$ cat src/rtl/ame_num_approx_sched.sv
// Round-robin scheduler sharing one ame_num_approx unit among NUM_REQ requesters.
// One job in flight at a time; a watchdog turns a missing done into an error response.
module ame_num_approx_sched #(
  parameter int unsigned COMP_DATA_BITS = 64,
  parameter int unsigned NUM_REQ        = 4,
  parameter int unsigned TIMEOUT_CYC    = 16,
  localparam int unsigned RES_BITS      = $clog2(COMP_DATA_BITS),
  localparam int unsigned ID_BITS       = $clog2(NUM_REQ)
) (
  input  logic                              clk_i,
  input  logic                              rst_n_i,
  input  logic [NUM_REQ-1:0]                req_valid_i,
  input  logic [NUM_REQ*COMP_DATA_BITS-1:0] req_data_i,
  output logic [NUM_REQ-1:0]                req_ready_o,
  output logic [NUM_REQ-1:0]                rsp_valid_o,
  output logic [ID_BITS-1:0]                rsp_id_o,
  output logic [RES_BITS-1:0]               rsp_data_o,
  output logic                              rsp_err_o,
  output logic                              comp_init_o,
  output logic [COMP_DATA_BITS-1:0]         comp_data_o,
  input  logic                              comp_done_i,
  input  logic [RES_BITS-1:0]               comp_data_i,
  output logic                              busy_o
);

  localparam int unsigned         WD_BITS = $clog2(TIMEOUT_CYC);
  localparam logic [WD_BITS-1:0]  WD_LAST = WD_BITS'(TIMEOUT_CYC - 1);

  typedef enum logic [1:0] {
    ST_IDLE  = 2'd0,
    ST_ISSUE = 2'd1,
    ST_WAIT  = 2'd2
  } state_t;

  state_t                      state;
  logic [ID_BITS-1:0]          ptr;
  logic [ID_BITS-1:0]          id_q;
  logic [WD_BITS-1:0]          wd;

  logic                        pick_found;
  logic [ID_BITS-1:0]          pick_id;
  logic [ID_BITS-1:0]          cand;
  logic [COMP_DATA_BITS-1:0]   pick_data;
  logic [ID_BITS-1:0]          ptr_next;

  // First valid requester searching from ptr upward, wrapping at NUM_REQ.
  always_comb begin
    pick_found = 1'b0;
    pick_id    = '0;
    cand       = '0;
    for (int unsigned i = 0; i < NUM_REQ; i++) begin
      cand = ID_BITS'((32'(ptr) + i) % NUM_REQ);
      if (!pick_found && req_valid_i[cand]) begin
        pick_found = 1'b1;
        pick_id    = cand;
      end
    end
  end

  assign pick_data = req_data_i[32'(pick_id)*COMP_DATA_BITS +: COMP_DATA_BITS];
  assign ptr_next  = ID_BITS'((32'(id_q) + 32'd1) % NUM_REQ);

  // comp_data_o doubles as the latched operand: loaded on grant, cleared on return to IDLE.
  always_ff @(posedge clk_i or negedge rst_n_i) begin
    if (!rst_n_i) begin
      state       <= ST_IDLE;
      ptr         <= '0;
      id_q        <= '0;
      wd          <= '0;
      req_ready_o <= '0;
      rsp_valid_o <= '0;
      rsp_id_o    <= '0;
      rsp_data_o  <= '0;
      rsp_err_o   <= 1'b0;
      comp_init_o <= 1'b0;
      comp_data_o <= '0;
      busy_o      <= 1'b0;
    end else begin
      req_ready_o <= '0;
      rsp_valid_o <= '0;
      comp_init_o <= 1'b0;
      case (state)
        ST_IDLE: begin
          if (pick_found) begin
            req_ready_o <= NUM_REQ'(1) << pick_id;
            id_q        <= pick_id;
            comp_data_o <= pick_data;
            busy_o      <= 1'b1;
            state       <= ST_ISSUE;
          end
        end
        ST_ISSUE: begin
          comp_init_o <= 1'b1;
          wd          <= '0;
          state       <= ST_WAIT;
        end
        ST_WAIT: begin
          // Done takes priority over a timeout landing in the same cycle.
          if (comp_done_i || (wd == WD_LAST)) begin
            rsp_valid_o <= NUM_REQ'(1) << id_q;
            rsp_id_o    <= id_q;
            rsp_data_o  <= comp_done_i ? comp_data_i : '0;
            rsp_err_o   <= !comp_done_i;
            ptr         <= ptr_next;
            comp_data_o <= '0;
            busy_o      <= 1'b0;
            state       <= ST_IDLE;
          end else begin
            wd <= wd + WD_BITS'(1);
          end
        end
        default: begin
          busy_o <= 1'b0;
          state  <= ST_IDLE;
        end
      endcase
    end
  end

endmodule
$ cat config.mk
export PLATFORM = sky130hd
export DESIGN_NAME = ame_num_approx_sched
export DESIGN_NICKNAME = d
export VERILOG_FILES = /design/src/rtl/ame_num_approx_sched.sv
export SDC_FILE = /design/constraint.sdc
export NUM_CORES = 1
export LEC_CHECK = 0
export CAP_MARGIN = 20
export CORE_AREA = 4 4 135 137
export CTS_CLUSTER_DIAMETER = 120
export DETAILED_ROUTE_END_ITERATION = 10
export DIE_AREA = 0 0 139 141
export GPL_ROUTABILITY_DRIVEN = 1
export PLACE_DENSITY = 0.74
export SYNTH_ARGS = -nofsm -noshare
export SYNTH_HDL_FRONTEND = slang
export SYNTH_SLANG_ARGS = --single-unit
$ cat constraint.sdc
create_clock -name clk_i -period 2.6 [get_ports clk_i]
set_input_delay 0.52 -clock clk_i [delete_from_list [all_inputs] [get_ports clk_i]]
set_output_delay 0.52 -clock clk_i [all_outputs]
set_load 0.01 [all_outputs]
==> impl_metrics.env <==
export IMPL_worst_pin_slew_ns=0.5173
export IMPL_slew_headroom_pct=65.51
export IMPL_synth_ff_type="dfrtp_1"
export IMPL_grt_antenna_before_repair=0
export IMPL_dr_total_vias=5971
export IMPL_synth_common_cells="dfrtp_1, o21ai_0, a21oi_1, nand3_1, a221o_1"
export IMPL_yosysWarningCount=0
export IMPL_ys_ff_latch=93
export IMPL_synth_area_um2=5705
export IMPL_synth_distinct_cells=39
export IMPL_cts_resized=0
export IMPL_post_drt_wl_per_cell_um=20.46
export IMPL_ys_top_cells_by_area="dfrtp_1, mux2_4, a221o_1, o21ai_0, a21oi_1"
export IMPL_rsz0062_at_grt="no"
export IMPL_clk_pin_slew_ns=0.08
export IMPL_post_place_cells=1098
export IMPL_vias_per_cell=5.360
export IMPL_die_w_um=139
export IMPL_cp_required_ns=2.88
export IMPL_port_buffers=351
export IMPL_dp_hpwl_um=16250
export IMPL_fin_crit_ns=2.316
export IMPL_final_cells=1114
export IMPL_critPathLaunchType="input port"
export IMPL_firstDrtPassIters=5
export IMPL_drc_errors=0
export IMPL_final_antenna_net_count=0
export IMPL_ioPinCount=352
export IMPL_seq_area_frac_synth_pct=40.79
export IMPL_r2r_slack_ns=0.41
export IMPL_max_cap_viol_count=0
export IMPL_grt_pass1_wl_um=34570
export IMPL_final_setup_tns_ns=0
export IMPL_min_path_type="input port to async pin"
export IMPL_powerDensity_nw_per_um2=942.7
export IMPL_grt_max_degree=94
export IMPL_synth_avg_cell_area_um2=10.37
export IMPL_setup_viol=0
export IMPL_yosysTopAreaCell="dfrtp_1"
export IMPL_drive_gt1_share_pct=12.94
export IMPL_drv_slew=0
export IMPL_synth_most_common_cell="dfrtp_1"
export IMPL_cts_tree="built"
export IMPL_min_period_over_period_pct=89.08
export IMPL_core_area_um2=17060
export IMPL_setup_worst_path_class="input port to register"
export IMPL_outcome="finished, final reports clean"
export IMPL_area_growth_synth_to_final_pct=73.71
export IMPL_start_util_pct=33.45
export IMPL_grt_overflow=0
export IMPL_cts_root_buf="clkbuf_16"
export IMPL_numCtsBuffers=9
export IMPL_clockBufferDepth=2
export IMPL_cts_sinks=93
export IMPL_die_y_um=141
export IMPL_syn_nets=824
export IMPL_final_hold_viol_count=0
export IMPL_cp_max_fo=38
export IMPL_htreeDepth=3
export IMPL_grt_pass1_vias=6086
export IMPL_netlist_instances=550
export IMPL_irDropWorstVdd_mv=0.4075
export IMPL_synthDominantCellAreaShare_pct=40.79
export IMPL_critPathArrivalTime_ns=2.60
export IMPL_gp_congestion=0.8442
export IMPL_cts_hold_buf=0
export IMPL_fin_skew_ns=0.008036
export IMPL_drtIter0Drc=361
export IMPL_cts_setup_buffers=0
export IMPL_num_rows=48
export IMPL_synth_edf_count=0
export IMPL_endpoint_kind="register"
export IMPL_grt_use_total_pct=22.14
export IMPL_n_antenna_cell=0
export IMPL_p_leak_nw=4.118
export IMPL_wl_um=22800
export IMPL_layout_nets=1158
export IMPL_clk_latency_ns=0.35
export IMPL_die_area_um2=19600
export IMPL_synth_async_sr_flop_share_pct=100.0
export IMPL_fmax_ghz=0.4317
flip-flops by register name, indices dropped and copies added, names as in the netlist:
register,count
busy_o,1
ptr,2
state,2
rsp_err_o,1
comp_data_o,64
rsp_id_o,2
wd,4
id_q,2
req_ready_o,4
comp_init_o,1
rsp_data_o,6
rsp_valid_o,4
through the flow:
step / setup slack, ns / util [%] / hold WS (ns) / total power [W] / cell area [um2]
floorplan: 0.5684 / - / 0.2244 / 0.005400 / 5705
global placement: -0.03252 / 56.26 / 0.4658 / 0.007920 / 9597
detailed placement: -0.03778 / 56.26 / 0.4855 / 0.008028 / 9597
CTS: 0.3487 / 58.11 / 0.2314 / 0.009445 / 9911
global route: 0.2542 / 58.11 / 0.2541 / 0.009877 / 9911
finish: 0.2838 / 58.11 / 0.2152 / 0.009343 / 9911
layout make-up:
cell class / count / area, um2
fillers: 1477 / 7146
repair buffers: 377 / 3869
multi-input cells: 399 / 3104
flip-flops and latches: 93 / 2327
well taps: 225 / 281.5
clock buffers: 9 / 225.2
clock inverters: 7 / 88.84
inverters: 4 / 15.01
cells in the final DEF, fill, tap and decap left out, drive strengths merged, types with 2 or more instances in the layout:
cell type and n:
a211o 2, a21oi 67, a221o 63, a22o 6, and2 5, buf 27
clkbuf 9, clkdlybuf4s50 350, clkinv 4, dfrtp 93, ha 5, inv 7
mux2 63, mux2i 2, nand2 13, nand2b 4, nand3 66, nor2 17
o21ai 71, xor2 2
worst max-delay path, stage by stage:
cell and delay [ns]:
clkdlybuf4s50_1 0.46, mux2i_1 0.30, o2bb2ai_4 0.20, buf_4 0.41, o21ai_0 0.16, a21oi_1 0.36
a221o_1 0.17
logic make-up (layout without fill, tap and decap cells):
| logic type | count (synthesis) | after routing | share of synthesized area (%) |
|---|---|---|---|
| simple gates | 112 | 112 | 9.803 |
| fa+ha+maj | 5 | 5 | 1.096 |
| compound gates | 215 | 215 | 25.50 |
| xor+xnor | 2 | 2 | 0.3071 |
| buf+inv | 58 | 397 | 5.833 |
| flops | 93 | 93 | 40.79 |
| mux | 65 | 65 | 16.67 |
final timing paths:
path | to | startpoint | depth (start not counted)
worst max register to register | comp_data_o[0] | ptr[1] | 6
worst min register to register | rsp_id_o[0] | rsp_id_o[0] | 2
max in group asynchronous | comp_data_o[36] | rst_n_i | 2
min in group clk_i | rsp_id_o[0] | rsp_id_o[0] | 2
worst min-delay path | rsp_data_o[2] | rst_n_i | 2
worst max-delay path | comp_data_o[0] | req_valid_i[3] | 7
per-layer routing:
| layer | GRT usage [%] | vias up | routed length [um] |
|---|---|---|---|
| met3 | 6.208 | 48 | 1948 |
| met2 | 36.69 | 306 | 11190 |
| li1 | - | 2772 | - |
| met5 | 0 | - | 0 |
| met4 | 7.878 | 0 | 600 |
| met1 | 27.80 | 2845 | 9063 |
report_power, final:
group | switching, W | internal (W) | total [W] | leakage [nW]
combinational | 0.00251 | 0.00297 | 0.00548 | 2.79
clock | 0.000686 | 0.000693 | 0.00138 | 0.152
sequential | 0.000397 | 0.00208 | 0.00248 | 1.18
total | 0.00360 | 0.00575 | 0.00934 | 4.12
(Power assumes the default switching activity.)
